**src/rtl/move_pkg.sv**
```systemverilog
// Shared move definitions: direction encoding used by the board engine and
// the bit positions of the debounced direction buttons.
package move_pkg;

   typedef enum logic [1:0] {
      DIR_UP    = 2'b00,
      DIR_DOWN  = 2'b01,
      DIR_LEFT  = 2'b10,
      DIR_RIGHT = 2'b11
   } dir_t;

   localparam int BTN_UP    = 0;
   localparam int BTN_DOWN  = 1;
   localparam int BTN_LEFT  = 2;
   localparam int BTN_RIGHT = 3;

   // Number of set bits beyond the first, i.e. presses lost to arbitration.
   function automatic logic [1:0] loser_count(input logic [3:0] pressed);
      int n;
      n = 0;
      for (int i = 0; i < 4; i++) begin
         n = n + int'(pressed[i]);
      end
      return (n == 0) ? 2'd0 : 2'(n - 1);
   endfunction

endpackage

```
**src/rtl/move_cmd_queue_if.sv**
```systemverilog
// Valid/ready command channel from the move queue to the board-update FSM.
interface move_cmd_queue_if;
   import move_pkg::*;

   logic cmd_valid;
   logic cmd_ready;
   dir_t cmd_dir;

   modport master (output cmd_valid, output cmd_dir, input cmd_ready);
   modport slave  (input cmd_valid, input cmd_dir, output cmd_ready);

endinterface

```
**src/rtl/move_prio_enc.sv**
```systemverilog
// Fixed-priority encoder for same-cycle button pulses: up wins, then down,
// left, right. Also reports how many other presses lost that cycle.
module move_prio_enc
   import move_pkg::*;
(
   input  logic [3:0] pressed,
   output logic       hit,
   output dir_t       dir,
   output logic [1:0] losers
);

   always_comb begin
      hit    = |pressed;
      dir    = DIR_UP;
      losers = loser_count(pressed);
      if (pressed[BTN_UP]) begin
         dir = DIR_UP;
      end else if (pressed[BTN_DOWN]) begin
         dir = DIR_DOWN;
      end else if (pressed[BTN_LEFT]) begin
         dir = DIR_LEFT;
      end else if (pressed[BTN_RIGHT]) begin
         dir = DIR_RIGHT;
      end
   end

endmodule

```
**src/rtl/move_cmd_queue.sv**
```systemverilog
// Button-pulse to move-command FIFO with valid/ready output.
// Optional dropped-press counter enabled by defining MOVE_CMD_DROP_CNT_EN.
module move_cmd_queue
   import move_pkg::*;
#(
   parameter int DEPTH  = 4
`ifdef MOVE_CMD_DROP_CNT_EN
   ,parameter int DROP_W = 8
`endif
)
(
   input  logic             clk,
   input  logic             rst_n,
   input  logic [3:0]       btn_pressed,
   move_cmd_queue_if.master cmd,
   output logic             full
`ifdef MOVE_CMD_DROP_CNT_EN
   ,output logic [DROP_W-1:0] drop_cnt
`endif
);

   localparam int AW = $clog2(DEPTH);
   localparam logic [AW:0] PTR_ONE = (AW+1)'(1);

   logic       hit;
   dir_t       cand_dir;
   logic [1:0] losers;

   logic [AW:0]   wr_ptr;
   logic [AW:0]   rd_ptr;
   logic [AW-1:0] wr_idx;
   logic [AW-1:0] rd_idx;
   dir_t          mem [DEPTH];

   logic empty;
   logic push;
   logic pop;

   move_prio_enc u_prio (
      .pressed (btn_pressed),
      .hit     (hit),
      .dir     (cand_dir),
      .losers  (losers)
   );

   // Extra pointer MSB distinguishes a full ring from an empty one.
   assign wr_idx = wr_ptr[AW-1:0];
   assign rd_idx = rd_ptr[AW-1:0];
   assign empty  = (wr_ptr == rd_ptr);
   assign full   = (wr_idx == rd_idx) && (wr_ptr[AW] != rd_ptr[AW]);

   assign pop  = !empty && cmd.cmd_ready;
   assign push = hit && (!full || pop);

   always_ff @(posedge clk) begin
      if (!rst_n) begin
         wr_ptr <= '0;
         rd_ptr <= '0;
      end else begin
         if (push) begin
            wr_ptr <= wr_ptr + PTR_ONE;
         end
         if (pop) begin
            rd_ptr <= rd_ptr + PTR_ONE;
         end
      end
   end

   // Storage is not reset; only the pointers decide what is live.
   always_ff @(posedge clk) begin
      if (push) begin
         mem[wr_idx] <= cand_dir;
      end
   end

   assign cmd.cmd_valid = !empty;
   assign cmd.cmd_dir   = empty ? DIR_UP : mem[rd_idx];

`ifdef MOVE_CMD_DROP_CNT_EN
   logic [2:0]      dropped;
   logic [DROP_W:0] drop_sum;

   assign dropped  = {1'b0, losers} + {2'b00, (hit && !push)};
   assign drop_sum = {1'b0, drop_cnt} + (DROP_W+1)'(dropped);

   // Saturate rather than wrap so a stuck button cannot hide behind a rollover.
   always_ff @(posedge clk) begin
      if (!rst_n) begin
         drop_cnt <= '0;
      end else if (drop_sum[DROP_W]) begin
         drop_cnt <= '1;
      end else begin
         drop_cnt <= drop_sum[DROP_W-1:0];
      end
   end
`else
   logic unused_losers;
   assign unused_losers = ^losers;
`endif

endmodule
```
**src/flat_wrapper.sv**
```systemverilog
// flat-port wrapper written by rule: the top's interface ports become plain ports
module move_cmd_queue_flat import move_pkg::*;
#(
   parameter int DEPTH  = 4

)
  (clk, rst_n, btn_pressed, full, cmd_cmd_valid, cmd_cmd_dir, cmd_cmd_ready);
  move_cmd_queue_if cmd_i ();
  input  logic clk;
  input  logic rst_n;
  input  logic [3:0] btn_pressed;
  output logic full;
  output wire logic [$bits(cmd_i.cmd_valid)-1:0] cmd_cmd_valid;
  output wire logic [$bits(cmd_i.cmd_dir)-1:0] cmd_cmd_dir;
  input wire logic [$bits(cmd_i.cmd_ready)-1:0] cmd_cmd_ready;
  assign cmd_cmd_valid = cmd_i.cmd_valid;
  assign cmd_cmd_dir = cmd_i.cmd_dir;
  assign cmd_i.cmd_ready = cmd_cmd_ready;
  move_cmd_queue #(.DEPTH(DEPTH)) u_core (.clk(clk), .rst_n(rst_n), .btn_pressed(btn_pressed), .cmd(cmd_i), .full(full));
endmodule
```
**config.mk**
```make
export PLATFORM = sky130hd
export DESIGN_NAME = move_cmd_queue_flat
export DESIGN_NICKNAME = d
export VERILOG_FILES = /design/src/rtl/move_pkg.sv /design/src/rtl/move_cmd_queue_if.sv /design/src/rtl/move_prio_enc.sv /design/src/rtl/move_cmd_queue.sv /design/src/flat_wrapper.sv
export SDC_FILE = /design/constraint.sdc
export NUM_CORES = 1
export LEC_CHECK = 0
export CAP_MARGIN = 15
export CORE_ASPECT_RATIO = 0.9
export CORE_UTILIZATION = 55
export CTS_BUF_LIST = sky130_fd_sc_hd__clkbuf_16
export DETAILED_ROUTE_END_ITERATION = 8
export HOLD_SLACK_MARGIN = 0.12
export PLACE_DENSITY = 0.79
export REMOVE_ABC_BUFFERS = 1
export SYNTH_ARGS = -nofsm -noshare
export SYNTH_HDL_FRONTEND = slang
export SYNTH_HIERARCHICAL = 1
export SYNTH_SLANG_ARGS = --single-unit
```
**constraint.sdc**
```tcl
create_clock -name clk -period 3 [get_ports clk]
set_clock_uncertainty 0.15 [all_clocks]
set_input_delay 0.45 -clock clk [delete_from_list [all_inputs] [get_ports clk]]
set_output_delay 0.45 -clock clk [all_outputs]
set_load 0.05 [all_outputs]
```
==> impl_metrics.tcl <==
set metrics [dict create \
    fin_util_pct 78.1 \
    viasPerCell 5.71 \
    setup_viol 0 \
    gp_congestion 0.773 \
    drcViolationCount 0 \
    first_iter_violations 19 \
    path_cells "xnor2_1, and3_2, clkdlybuf4s50_1" \
    grt_max_degree 14 \
    finalCriticalPeriod_ns 2.76 \
    syn_avg_cell_area_um2 11.5 \
    numCtsBuffers 3 \
    root_buffer "clkbuf_16" \
    num_antenna_cells 0 \
    io_pins 11 \
    grt_pass1_vias 572 \
    slew_viol_final 0 \
    syn-cell-area_um2 840 \
    crit_path_end_kind "output port" \
    cts_tree "built" \
    cts-hold-fix-buffers 0 \
    grt.total_usage_pct 20.8 \
    drv_cap 0 \
    ctsResizeCount 0 \
    crit_type "reg -> out" \
    synthCells 73 \
    hpwl_um 1080 \
    dp_slack_ns 0.571 \
    detail_route.wl_per_cell_um 14.3 \
    worstPathMaxFanout 6 \
    max_slew_margin_pct 62.9 \
    die_w_um 43.2 \
    cts_max_path_buffers 2 \
    worst_slack_ns 0.235 \
    die_area_um2 1690 \
    rsz0062_at_grt "no" \
    drt-total-wl_um 1430 \
    htreeDepth 1 \
    cts.sink_count 16 \
    coreArea_um2 1320 \
    vdd_ir_drop_max_mv 0.616 \
    placed_area_um2 953 \
    final_antenna_net_count 0 \
    fmax_mhz 362 \
    clk_latency_ns 0.24 \
    required_ns 2.40 \
    fin_nets 100 \
    hold_class "reg -> reg" \
    setup_tns_ns 0 \
    vias 571 \
    io_buffer_count 10 \
    rows 12 \
    final.period_utilization_pct 92.2 \
    start_util_pct 63.5 \
    max_stage_delay_ns 0.81 \
    cpMaxStageDelayCell "clkdlybuf4s50_1" \
    antenna_found_initial 0 \
    grt_pass1_wl_um 2440 \
    startpoint_type "flip-flop" \
    post-cts-setup-buffers 0 \
    design_area_um2 1030 \
    cp.arrival_ns 2.16 \
    r2r_cells 3 \
    dieHeight_um 39.1 \
    worst_pin_slew_ns 0.553 \
    layout-drive-gt1-share_pct 10.5 \
    worstSetupStartpoint "u_core/wr_ptr[1]" \
    r2r_start "u_core/wr_ptr[1]" \
    syn_to_final_growth_pct 23.0 \
    yosysWarnings 6 \
    outcome "complete, no violations" \
    p_per_area_nw_per_um2 768 \
    clk_pin_slew_worst_paths_ns 0.05 \
    hold_slack_ns 0.369 \
    grt-ovfl-total 0 \
    hp-start "u_core/wr_ptr[1]" \
    hold_viol 0 \
    p_leak_nw 0.430 \
    dr.pass1.iters 4 \
    hold_depth 2 \
]
## through the flow
stage	cells	power (W)
5_1_grt	100	0.000832
4_1_cts	100	0.000801
6_report	100	0.000793
3_5_place_dp	96	0.000542
3_3_place_gp	96	0.000533
2_1_floorplan	72	0.000466
## area by class of cell
cell class | instances | area, um2
clock buffers | 3 | 75.1
clock inverters | 1 | 3.75
fillers | 92 | 289
inverters | 8 | 30.0
multi-input cells | 48 | 405
flip-flops and latches | 16 | 400
well taps | 14 | 17.5
repair buffers | 10 | 100
## layout by cell type, fill, tap and decap left out, drive strengths merged, types with 3 or more instances in the layout
cell type / count
clkdlybuf4s50: 10
nand2: 10
inv: 8
dfxtp: 8
edfxtp: 8
mux2i: 6
ha: 6
clkbuf: 3
xnor2: 3
and2: 3
nand2b: 3
## worst paths after layout
path / end / slack (ns)
max: full / 0.24
min: u_core/wr_ptr[1] / 0.37
min reg2reg: u_core/wr_ptr[1] / 0.37
max reg2reg: u_core/mem[1][0] / 1.24
## layer usage
metal,track usage (%),vias up,wire (um)
met5,0,-,0
met3,8.41,2,78
met4,4.55,0,7
met1,22.6,267,626
met2,38.4,19,718
li1,-,283,-
## power by group
group / internal (W) / total, W / switching [W]
registers: 0.000262 / 0.000284 / 0.0000218
clock network: 0.000176 / 0.000255 / 0.0000784
logic: 0.000104 / 0.000254 / 0.000150
total: 0.000542 / 0.000793 / 0.000251
## critical path, delay by kind of cell, from the launching register on
family	cells	cell delay, ns
flip-flops	1	0.34
AND/OR/NAND/NOR	1	0.28
buffers and inverters	1	0.81
XOR/XNOR	1	0.49
(Power assumes the default switching activity.)
